<file path="config.mk">
export PLATFORM = sky130hd
export DESIGN_NAME = dmem_arbiter
export DESIGN_NICKNAME = d
export VERILOG_FILES = /design/src/rtl/dmem_arbiter_pkg.sv /design/src/rtl/dmem_resp_router.sv /design/src/rtl/dmem_arbiter.sv
export SDC_FILE = /design/constraint.sdc
export NUM_CORES = 1
export LEC_CHECK = 0
export ABC_AREA = 1
export BUFFER_PORTS_ARGS = -buffer_cell sky130_fd_sc_hd__buf_4
export CAP_MARGIN = 10
export CORE_AREA = 2 2 116 118
export DETAILED_ROUTE_END_ITERATION = 10
export DIE_AREA = 0 0 118 120
export PLACE_DENSITY = 0.43
export SYNTH_ARGS = -nofsm -noshare
export SYNTH_HDL_FRONTEND = slang
export SYNTH_SLANG_ARGS = --single-unit
</file>
<file path="constraint.sdc">
create_clock -name clk -period 1.9 [get_ports clk]
set_input_delay 0.285 -clock clk [delete_from_list [all_inputs] [get_ports clk]]
set_output_delay 0.285 -clock clk [all_outputs]
set_load 0.1 [all_outputs]
</file>
<file path="src/rtl/dmem_arbiter_pkg.sv">
`default_nettype none
// ============================================================================
//  Module      : dmem_arbiter_pkg
//  Description : Shared types and constants for the data-memory arbiter:
//                FSM state encoding, response owner tags, burst counter width.
//  Revision    : 1.0 - initial release
// ============================================================================
package dmem_arbiter_pkg;

    // Owner of the last granted cycle; IDLE means no grant happened.
    typedef enum logic [1:0] {
        IDLE = 2'd0,
        CPU  = 2'd1,
        LDR  = 2'd2
    } arb_state_e;

    // Tag that steers a read response back to the port that issued it.
    typedef logic owner_t;

    localparam owner_t c_OWNER_CPU = 1'b0;
    localparam owner_t c_OWNER_LDR = 1'b1;

    // Wide enough for the largest legal loader burst (15).
    localparam int c_BURST_W = 4;

endpackage
`default_nettype wire

</file>
<file path="src/rtl/dmem_resp_router.sv">
`default_nettype none
// ============================================================================
//  Module      : dmem_resp_router
//  Description : Remembers who issued the read granted last cycle and routes
//                the memory read data back to that port for a single cycle.
//  Revision    : 1.0 - initial release
// ============================================================================
module dmem_resp_router
    import dmem_arbiter_pkg::*;
#(
    parameter int DW = 32
) (
    input  logic          clk,
    input  logic          reset,
    input  logic          rd_grant,
    input  owner_t        rd_owner,
    input  logic [DW-1:0] mem_rd,
    output logic          cpu_rvalid,
    output logic [DW-1:0] cpu_rdata,
    output logic          ldr_rvalid,
    output logic [DW-1:0] ldr_rdata
);

    logic   r_pend_q;
    logic   w_pend_d;
    owner_t r_owner_q;
    owner_t w_owner_d;

    // Capture the owner tag of any read accepted this cycle.
    always_comb begin
        w_pend_d  = rd_grant;
        w_owner_d = rd_owner;
    end

    // Tag register; reset drops any read that was in flight.
    always_ff @(posedge clk) begin
        if (!reset) begin
            r_pend_q  <= 1'b0;
            r_owner_q <= c_OWNER_CPU;
        end else begin
            r_pend_q  <= w_pend_d;
            r_owner_q <= w_owner_d;
        end
    end

    // Demultiplex the returned word using the registered tag, not live grants.
    always_comb begin
        cpu_rvalid = reset && r_pend_q && (r_owner_q == c_OWNER_CPU);
        ldr_rvalid = reset && r_pend_q && (r_owner_q == c_OWNER_LDR);
        cpu_rdata  = cpu_rvalid ? mem_rd : '0;
        ldr_rdata  = ldr_rvalid ? mem_rd : '0;
    end

endmodule
`default_nettype wire

</file>
<file path="src/rtl/dmem_arbiter.sv">
`default_nettype none
// ============================================================================
//  Module      : dmem_arbiter
//  Description : Two-port arbiter in front of a single-port data memory.
//                The loader wins contention except after a loader burst of
//                BURST_MAX grants, when the stalled CPU gets one cycle.
//  Revision    : 1.0 - initial release
// ============================================================================
module dmem_arbiter
    import dmem_arbiter_pkg::*;
#(
    parameter int AW        = 32,
    parameter int DW        = 32,
    parameter int BURST_MAX = 4
) (
    input  logic          clk,
    input  logic          reset,
    // CPU MEM-stage port
    input  logic          cpu_req,
    input  logic          cpu_we,
    input  logic [AW-1:0] cpu_addr,
    input  logic [DW-1:0] cpu_wdata,
    output logic          cpu_gnt,
    output logic          cpu_stall,
    output logic          cpu_rvalid,
    output logic [DW-1:0] cpu_rdata,
    // Loader / debug port
    input  logic          ldr_req,
    input  logic          ldr_we,
    input  logic [AW-1:0] ldr_addr,
    input  logic [DW-1:0] ldr_wdata,
    output logic          ldr_gnt,
    output logic          ldr_rvalid,
    output logic [DW-1:0] ldr_rdata,
    // Single-port memory
    output logic [AW-1:0] mem_a,
    output logic [DW-1:0] mem_wd,
    output logic          mem_we,
    output logic          mem_re,
    input  logic [DW-1:0] mem_rd
);

    localparam logic [c_BURST_W-1:0] c_BURST_LIMIT = c_BURST_W'(BURST_MAX);

    arb_state_e           r_state_q;
    arb_state_e           w_state_d;
    logic [c_BURST_W-1:0] r_burst_q;
    logic [c_BURST_W-1:0] w_burst_d;
    logic                 w_rd_grant;
    owner_t               w_rd_owner;

    // Grant decision and next-state: single requester wins outright,
    // contention goes to the loader until its burst quota is used up.
    always_comb begin
        cpu_gnt   = 1'b0;
        ldr_gnt   = 1'b0;
        w_state_d = IDLE;
        w_burst_d = '0;
        if (reset) begin
            if (cpu_req && ldr_req) begin
                if ((r_state_q == LDR) && (r_burst_q >= c_BURST_LIMIT)) begin
                    cpu_gnt = 1'b1;
                end else begin
                    ldr_gnt = 1'b1;
                end
            end else begin
                cpu_gnt = cpu_req;
                ldr_gnt = ldr_req;
            end
        end
        if (cpu_gnt) begin
            w_state_d = CPU;
        end else if (ldr_gnt) begin
            w_state_d = LDR;
        end
        // Count only loader grants that actually held off a waiting CPU.
        if (ldr_gnt && cpu_req) begin
            w_burst_d = r_burst_q + c_BURST_W'(1);
        end
    end

    // State and burst counter registers.
    always_ff @(posedge clk) begin
        if (!reset) begin
            r_state_q <= IDLE;
            r_burst_q <= '0;
        end else begin
            r_state_q <= w_state_d;
            r_burst_q <= w_burst_d;
        end
    end

    // Steer the winner onto the memory port; everything idles at zero.
    always_comb begin
        mem_a      = '0;
        mem_wd     = '0;
        mem_we     = 1'b0;
        mem_re     = 1'b0;
        w_rd_owner = c_OWNER_CPU;
        if (cpu_gnt) begin
            mem_a  = cpu_addr;
            mem_wd = cpu_wdata;
            mem_we = cpu_we;
            mem_re = !cpu_we;
        end else if (ldr_gnt) begin
            mem_a      = ldr_addr;
            mem_wd     = ldr_wdata;
            mem_we     = ldr_we;
            mem_re     = !ldr_we;
            w_rd_owner = c_OWNER_LDR;
        end
        w_rd_grant = mem_re;
        cpu_stall  = cpu_req && !cpu_gnt;
    end

    dmem_resp_router #(
        .DW (DW)
    ) u_resp_router (
        .clk        (clk),
        .reset      (reset),
        .rd_grant   (w_rd_grant),
        .rd_owner   (w_rd_owner),
        .mem_rd     (mem_rd),
        .cpu_rvalid (cpu_rvalid),
        .cpu_rdata  (cpu_rdata),
        .ldr_rvalid (ldr_rvalid),
        .ldr_rdata  (ldr_rdata)
    );

endmodule
`default_nettype wire

</file>
======== Word-level counts from Yosys, hierarchy flattened ========
Cells that the tools add are included.
cells by class
  add/subtract/negate cells ............... 1
  magnitude comparators ................... 1
  eq/ne operators ......................... 1
  mux-type cells .......................... 19
  bitwise logic cells ..................... 2
  reduce and logical (&&, ||, !) cells .... 12
operator list
  kind                 number
  $mux 32              6
  $mux 1               12
  $logic_and 1x1->1    7
  $add 4x1->4 const B  1
  $ge 4x3->1 const B   1
  $logic_not 1->1      3
  $eq 2x2->1 const B   1
  $mux 2               1
  $not 1->1            2
  $reduce_and 2->1     1
  $reduce_or 2->1      1
word-level totals
  flip-flop bits (word level) ............. 8
  bits of input ports ..................... 166
  output and inout bits ................... 135
  logic and storage cells ................. 41

======== Longest topological paths before layout ========
  depth in word-level cells ............... 7
  gate-level depth with buffers ........... 8
  gate-level depth less buffers ........... 6

======== Cells and area by module ========
Synthesis repeated with hierarchy kept, for this count alone.
unflattened totals
  cell total of the unflattened synthesis .. 376
  area total of the unflattened synthesis .. 1875.5 µm²
by module, submodules not included
  module            times used  cells an instance  area an instance (µm²)  sequential area each (µm²)
  dmem_arbiter      1           263                1346.3                  120.1
  dmem_resp_router  1           113                529.3                   40.0

======== Worst setup path after synthesis ========
Ideal clock, no wire load.
  kind .................................... input port to output port
  start point ............................. input port reset
  end point ............................... output port cpu_rdata[0]
  data arrival time ....................... 3.476 ns
  path slack .............................. -1.861 ns
  cell stages on the path ................. 6
  path buffers ............................ 2
  path through ............................ buf_2 -> inv_1 -> nor3_2 -> inv_1 -> buf_2 -> nor2_1
between the ends
  longest elaborated chain between the ends .. 3
RTL lines
  item                             RTL line                RTL
  from (decl)                      dmem_arbiter.sv:17      input logic reset,
  $logic_and 1x1->1 (2 in series)  dmem_resp_router.sv:48  cpu_rvalid = reset && r_pend_q && (r_owner_q == c_OWNER_CPU);
  net cpu_rvalid                   dmem_arbiter.sv:25      output logic cpu_rvalid,
  $mux 32                          dmem_resp_router.sv:50  cpu_rdata = cpu_rvalid ? mem_rd : '0;
  to (decl)                        dmem_arbiter.sv:26      output logic [DW-1:0] cpu_rdata,
The timed path passes the listed nets, and every way through them passes these cells.

======== Worst setup path after layout ========
  start point ............................. register r_burst_q[2]
  end point ............................... output port mem_wd[25]
between the ends
  longest elaborated chain between the ends .. 7
RTL lines
  item                    RTL line             RTL
  from (decl)             dmem_arbiter.sv:47   logic [c_BURST_W-1:0] r_burst_q;
  from (signal assigned)  dmem_arbiter.sv:89   r_burst_q <= w_burst_d;
  $ge 4x3->1 (*)          dmem_arbiter.sv:61   if ((r_state_q == LDR) && (r_burst_q >= c_BURST_LIMIT)) begin
  $logic_and 1x1->1 (*)   dmem_arbiter.sv:61
  $mux 1                  dmem_arbiter.sv:61
  $mux 1                  dmem_arbiter.sv:60   if (cpu_req && ldr_req) begin
  $mux 1                  dmem_arbiter.sv:59   if (reset) begin
  $mux 32                 dmem_arbiter.sv:105  end else if (ldr_gnt) begin
  $mux 32 (*)             dmem_arbiter.sv:100  if (cpu_gnt) begin
  to (decl)               dmem_arbiter.sv:37   output logic [DW-1:0] mem_wd,
Mark *: on every way between the ends. The rest lies on a longest branch, timed or not.

==> results.sh <==
export IMPL_run_status="finished clean"
export IMPL_slew_limit_headroom_pct=77.5
export IMPL_nNetsFinal=837
export IMPL_synthesis_nets=539
export IMPL_r2r_start="r_burst_q[2]"
export IMPL_maxCapViolCount=0
export IMPL_cts_tree="done"
export IMPL_synth_cells=372
export IMPL_power_density_nw_per_um2=412
export IMPL_yosysMostFrequentCell="nand3_1"
export IMPL_endpoint_kind="primary output"
export IMPL_maxSlewViolCount=0
export IMPL_crit_start="r_burst_q[2]"
export IMPL_drc=0
export IMPL_cp_common_cell="buf_12"
export IMPL_crit_path_max_incr_delay_ns=0.34
export IMPL_vias_per_cell=4.32
export IMPL_die_area_um2=14200
export IMPL_core_area_um2=13000
export IMPL_worst_pin_slew_ns=0.337
export IMPL_postCtsSetupBuffers=0
export IMPL_worstPathRequired_ns=1.62
export IMPL_synth_seq_cells=7
export IMPL_crit_chain="inv_1, nand2_1, nand3_4, nand2_8, buf_12, nand3_1, nand2_2, buf_12"
export IMPL_cp_start_kind="flip-flop"
export IMPL_avgSynthCellArea_um2=4.77
export IMPL_cts_root_buffer="clkbuf_16"
export IMPL_clock_latency_ns=0.23
export IMPL_post_place_ws_ns=0.0658
export IMPL_tns_ns=0
export IMPL_cts_num_sinks=7
export IMPL_path_max_fanout=9
export IMPL_diodes=0
export IMPL_drtIter0Drc=107
export IMPL_endpoint="mem_wd[25]"
export IMPL_cts_made_buffers=3
export IMPL_wl_per_cell_um=15.2
export IMPL_p_leak_uw=0.00298
export IMPL_track_usage_pct=16.0
export IMPL_cts_max_level=1
export IMPL_die_width_um=118
export IMPL_ff2ff_path_depth=7
export IMPL_yosys_area_top_type_share_pct=37.8
export IMPL_synth_common_cells="nand3_1 (134), nand2_1 (71), nor2_1 (69), inv_1 (43), clkbuf_1 (16)"
export IMPL_hold_viol=0
export IMPL_ir_worst_vdd_mv=0.289
export IMPL_start_util_pct=13.7
export IMPL_synth_enable_flop_cells=0
export IMPL_period_minus_slack_ns=1.89
export IMPL_min_delay_path_class="input port to flip-flop"
export IMPL_wl_um=12800
export IMPL_dr_pass1_iters=6
export IMPL_clk_pin_slew_ns=0.04
export IMPL_grt_overflow_total=0
export IMPL_fmax_mhz=528
export IMPL_r2r_end="u_resp_router.r_pend_q"
export IMPL_clk_path_buf_depth=2
export IMPL_synth_ff_type="dfxtp_1"
export IMPL_synth_distinct_cells=19
export IMPL_grt_pass1_wl_um=18200
export IMPL_io_buffers=300
export IMPL_place_gp_congestion=0.880
export IMPL_syn_area_um2=1770
export IMPL_die_h_um=120
export IMPL_vias=3651
export IMPL_finClkSkew_ns=0.00106
export IMPL_synth_area_leaders="nand3_1 (38%), nand2_1 (15%), nor2_1 (15%)"
export IMPL_finalCritPeriodShare_pct=99.6
export IMPL_cpMaxStageDelayCell="dfxtp_2"
export IMPL_dp_hpwl_um=9660
export IMPL_total_power_uw=2410
export IMPL_rsz0062_at_grt="yes"
export IMPL_antenna_found_initial=0
export IMPL_yosysTopAreaCell="nand3_1"
export IMPL_rrSetupSlack_ns=0.59
export IMPL_cts_hold_buf=0
export IMPL_grt_pass1_vias=3645
export IMPL_area_growth_syn_to_layout_pct=230
export IMPL_ios=301
export IMPL_ys_seq_area_share_pct=7.90
export IMPL_yosys_warnings=0
export IMPL_grt_max_degree=52
export IMPL_fin_ws_ns=0.00703
export IMPL_critPathKind="flip-flop to primary output"
export IMPL_synthArstFlopShare_pct=0
export IMPL_drt_antenna_violating_nets=0
export IMPL_drive_gt1_share_pct=68.6
export IMPL_crit_arrival_ns=1.61
export IMPL_rows=42
export IMPL_final_setup_viol_count=0
## kinds of logic after synthesis
| group | synth area share (%) |
|---|---|
| buf+inv | 19.8 |
| simple gates | 69.7 |
| flops | 7.90 |
| xor+xnor | 0.988 |
| fa+ha+maj | 0.706 |
| compound gates | 0.847 |
## report_power, final
| part | internal, uW | leakage (uW) | switching, uW |
|---|---|---|---|
| Sequential | 152 | 0.0000585 | 3.20 |
| Clock | 277 | 0.0000409 | 86.6 |
| Combinational | 693 | 0.00288 | 1200 |
| Total | 1120 | 0.00298 | 1290 |
## state kept, by name, summed over array words and instances (netlist names)
signal                  flops
u_resp_router.r_pend_q      1
r_state_q                   2
r_burst_q                   4
## through the flow
stage          area [um^2]  cells  hold WS [ns]  utilization [%]
6_report              5850    845         0.395             45.0
5_1_grt               5850    845         0.436             45.0
4_1_cts               5260    841         0.375             40.5
3_5_place_dp          4760    837         0.447             36.7
3_3_place_gp          4760    837         0.435             36.7
2_1_floorplan         2250    372         0.418                -
## metal layers
layer / vias up / track usage [%] / routed length [um]
li1: 1776 / - / -
met4: 0 / 4.67 / 231
met5: - / 0 / 0
met2: 208 / 32.3 / 7050
met3: 16 / 5.18 / 1170
met1: 1651 / 15.3 / 4370
## placed cells by master (no fill, tap or decap), types with 2 or more instances in the layout
| cell type | Yosys | layout |
|---|---|---|
| buf_12 | 0 | 65 |
| nand3_1 | 134 | 130 |
| nand2_1 | 71 | 11 |
| nand3_2 | 1 | 4 |
| inv_2 | 2 | 2 |
| nor2_2 | 0 | 16 |
| buf_6 | 4 | 13 |
| dfxtp_1 | 7 | 4 |
| inv_4 | 0 | 2 |
| buf_4 | 1 | 240 |
| inv_1 | 43 | 41 |
| clkbuf_16 | 0 | 5 |
| dfxtp_2 | 0 | 3 |
| buf_8 | 0 | 7 |
| nor2_1 | 69 | 18 |
| nor2_4 | 0 | 35 |
| nand2_2 | 1 | 60 |
## worst min path at each step
stage / start / to / slack [ns] / cells after the start
after floorplan: r_burst_q[0] / r_burst_q[0] / 0.42 / 1
after global placement: r_burst_q[0] / r_burst_q[0] / 0.44 / 1
after detailed placement: r_burst_q[0] / r_burst_q[0] / 0.45 / 1
after CTS: cpu_we / u_resp_router.r_pend_q / 0.37 / 4
after global routing: cpu_we / u_resp_router.r_pend_q / 0.44 / 4
final: cpu_we / u_resp_router.r_pend_q / 0.40 / 4
## what timing repair did
item / CTS / global route
gates cloned: 0 / 4
pin swaps: 0 / 3
hold endpoints to repair: 0 / 0
gates resized for setup: 109 / 125
setup endpoints to repair: 62 / 86
## worst max-delay path, delay by kind of cell, from the launching register on
family	cells	cell delay [ns]
and+or+nand+nor	5	0.65
buffers and inverters	3	0.38
DFF	1	0.34
## cell type report
class                           count  area, um^2
Timing Repair Buffer              328        3430
Clock buffer                        3        75.1
Multi-Input combinational cell    285        1800
Inverter                           45         174
Tap cell                          176         220
Fill cell                        1295        7130
Sequential cell                     7         144
Clock inverter                      1        5.00
No activity file was read; power rests on OpenSTA's default activity.
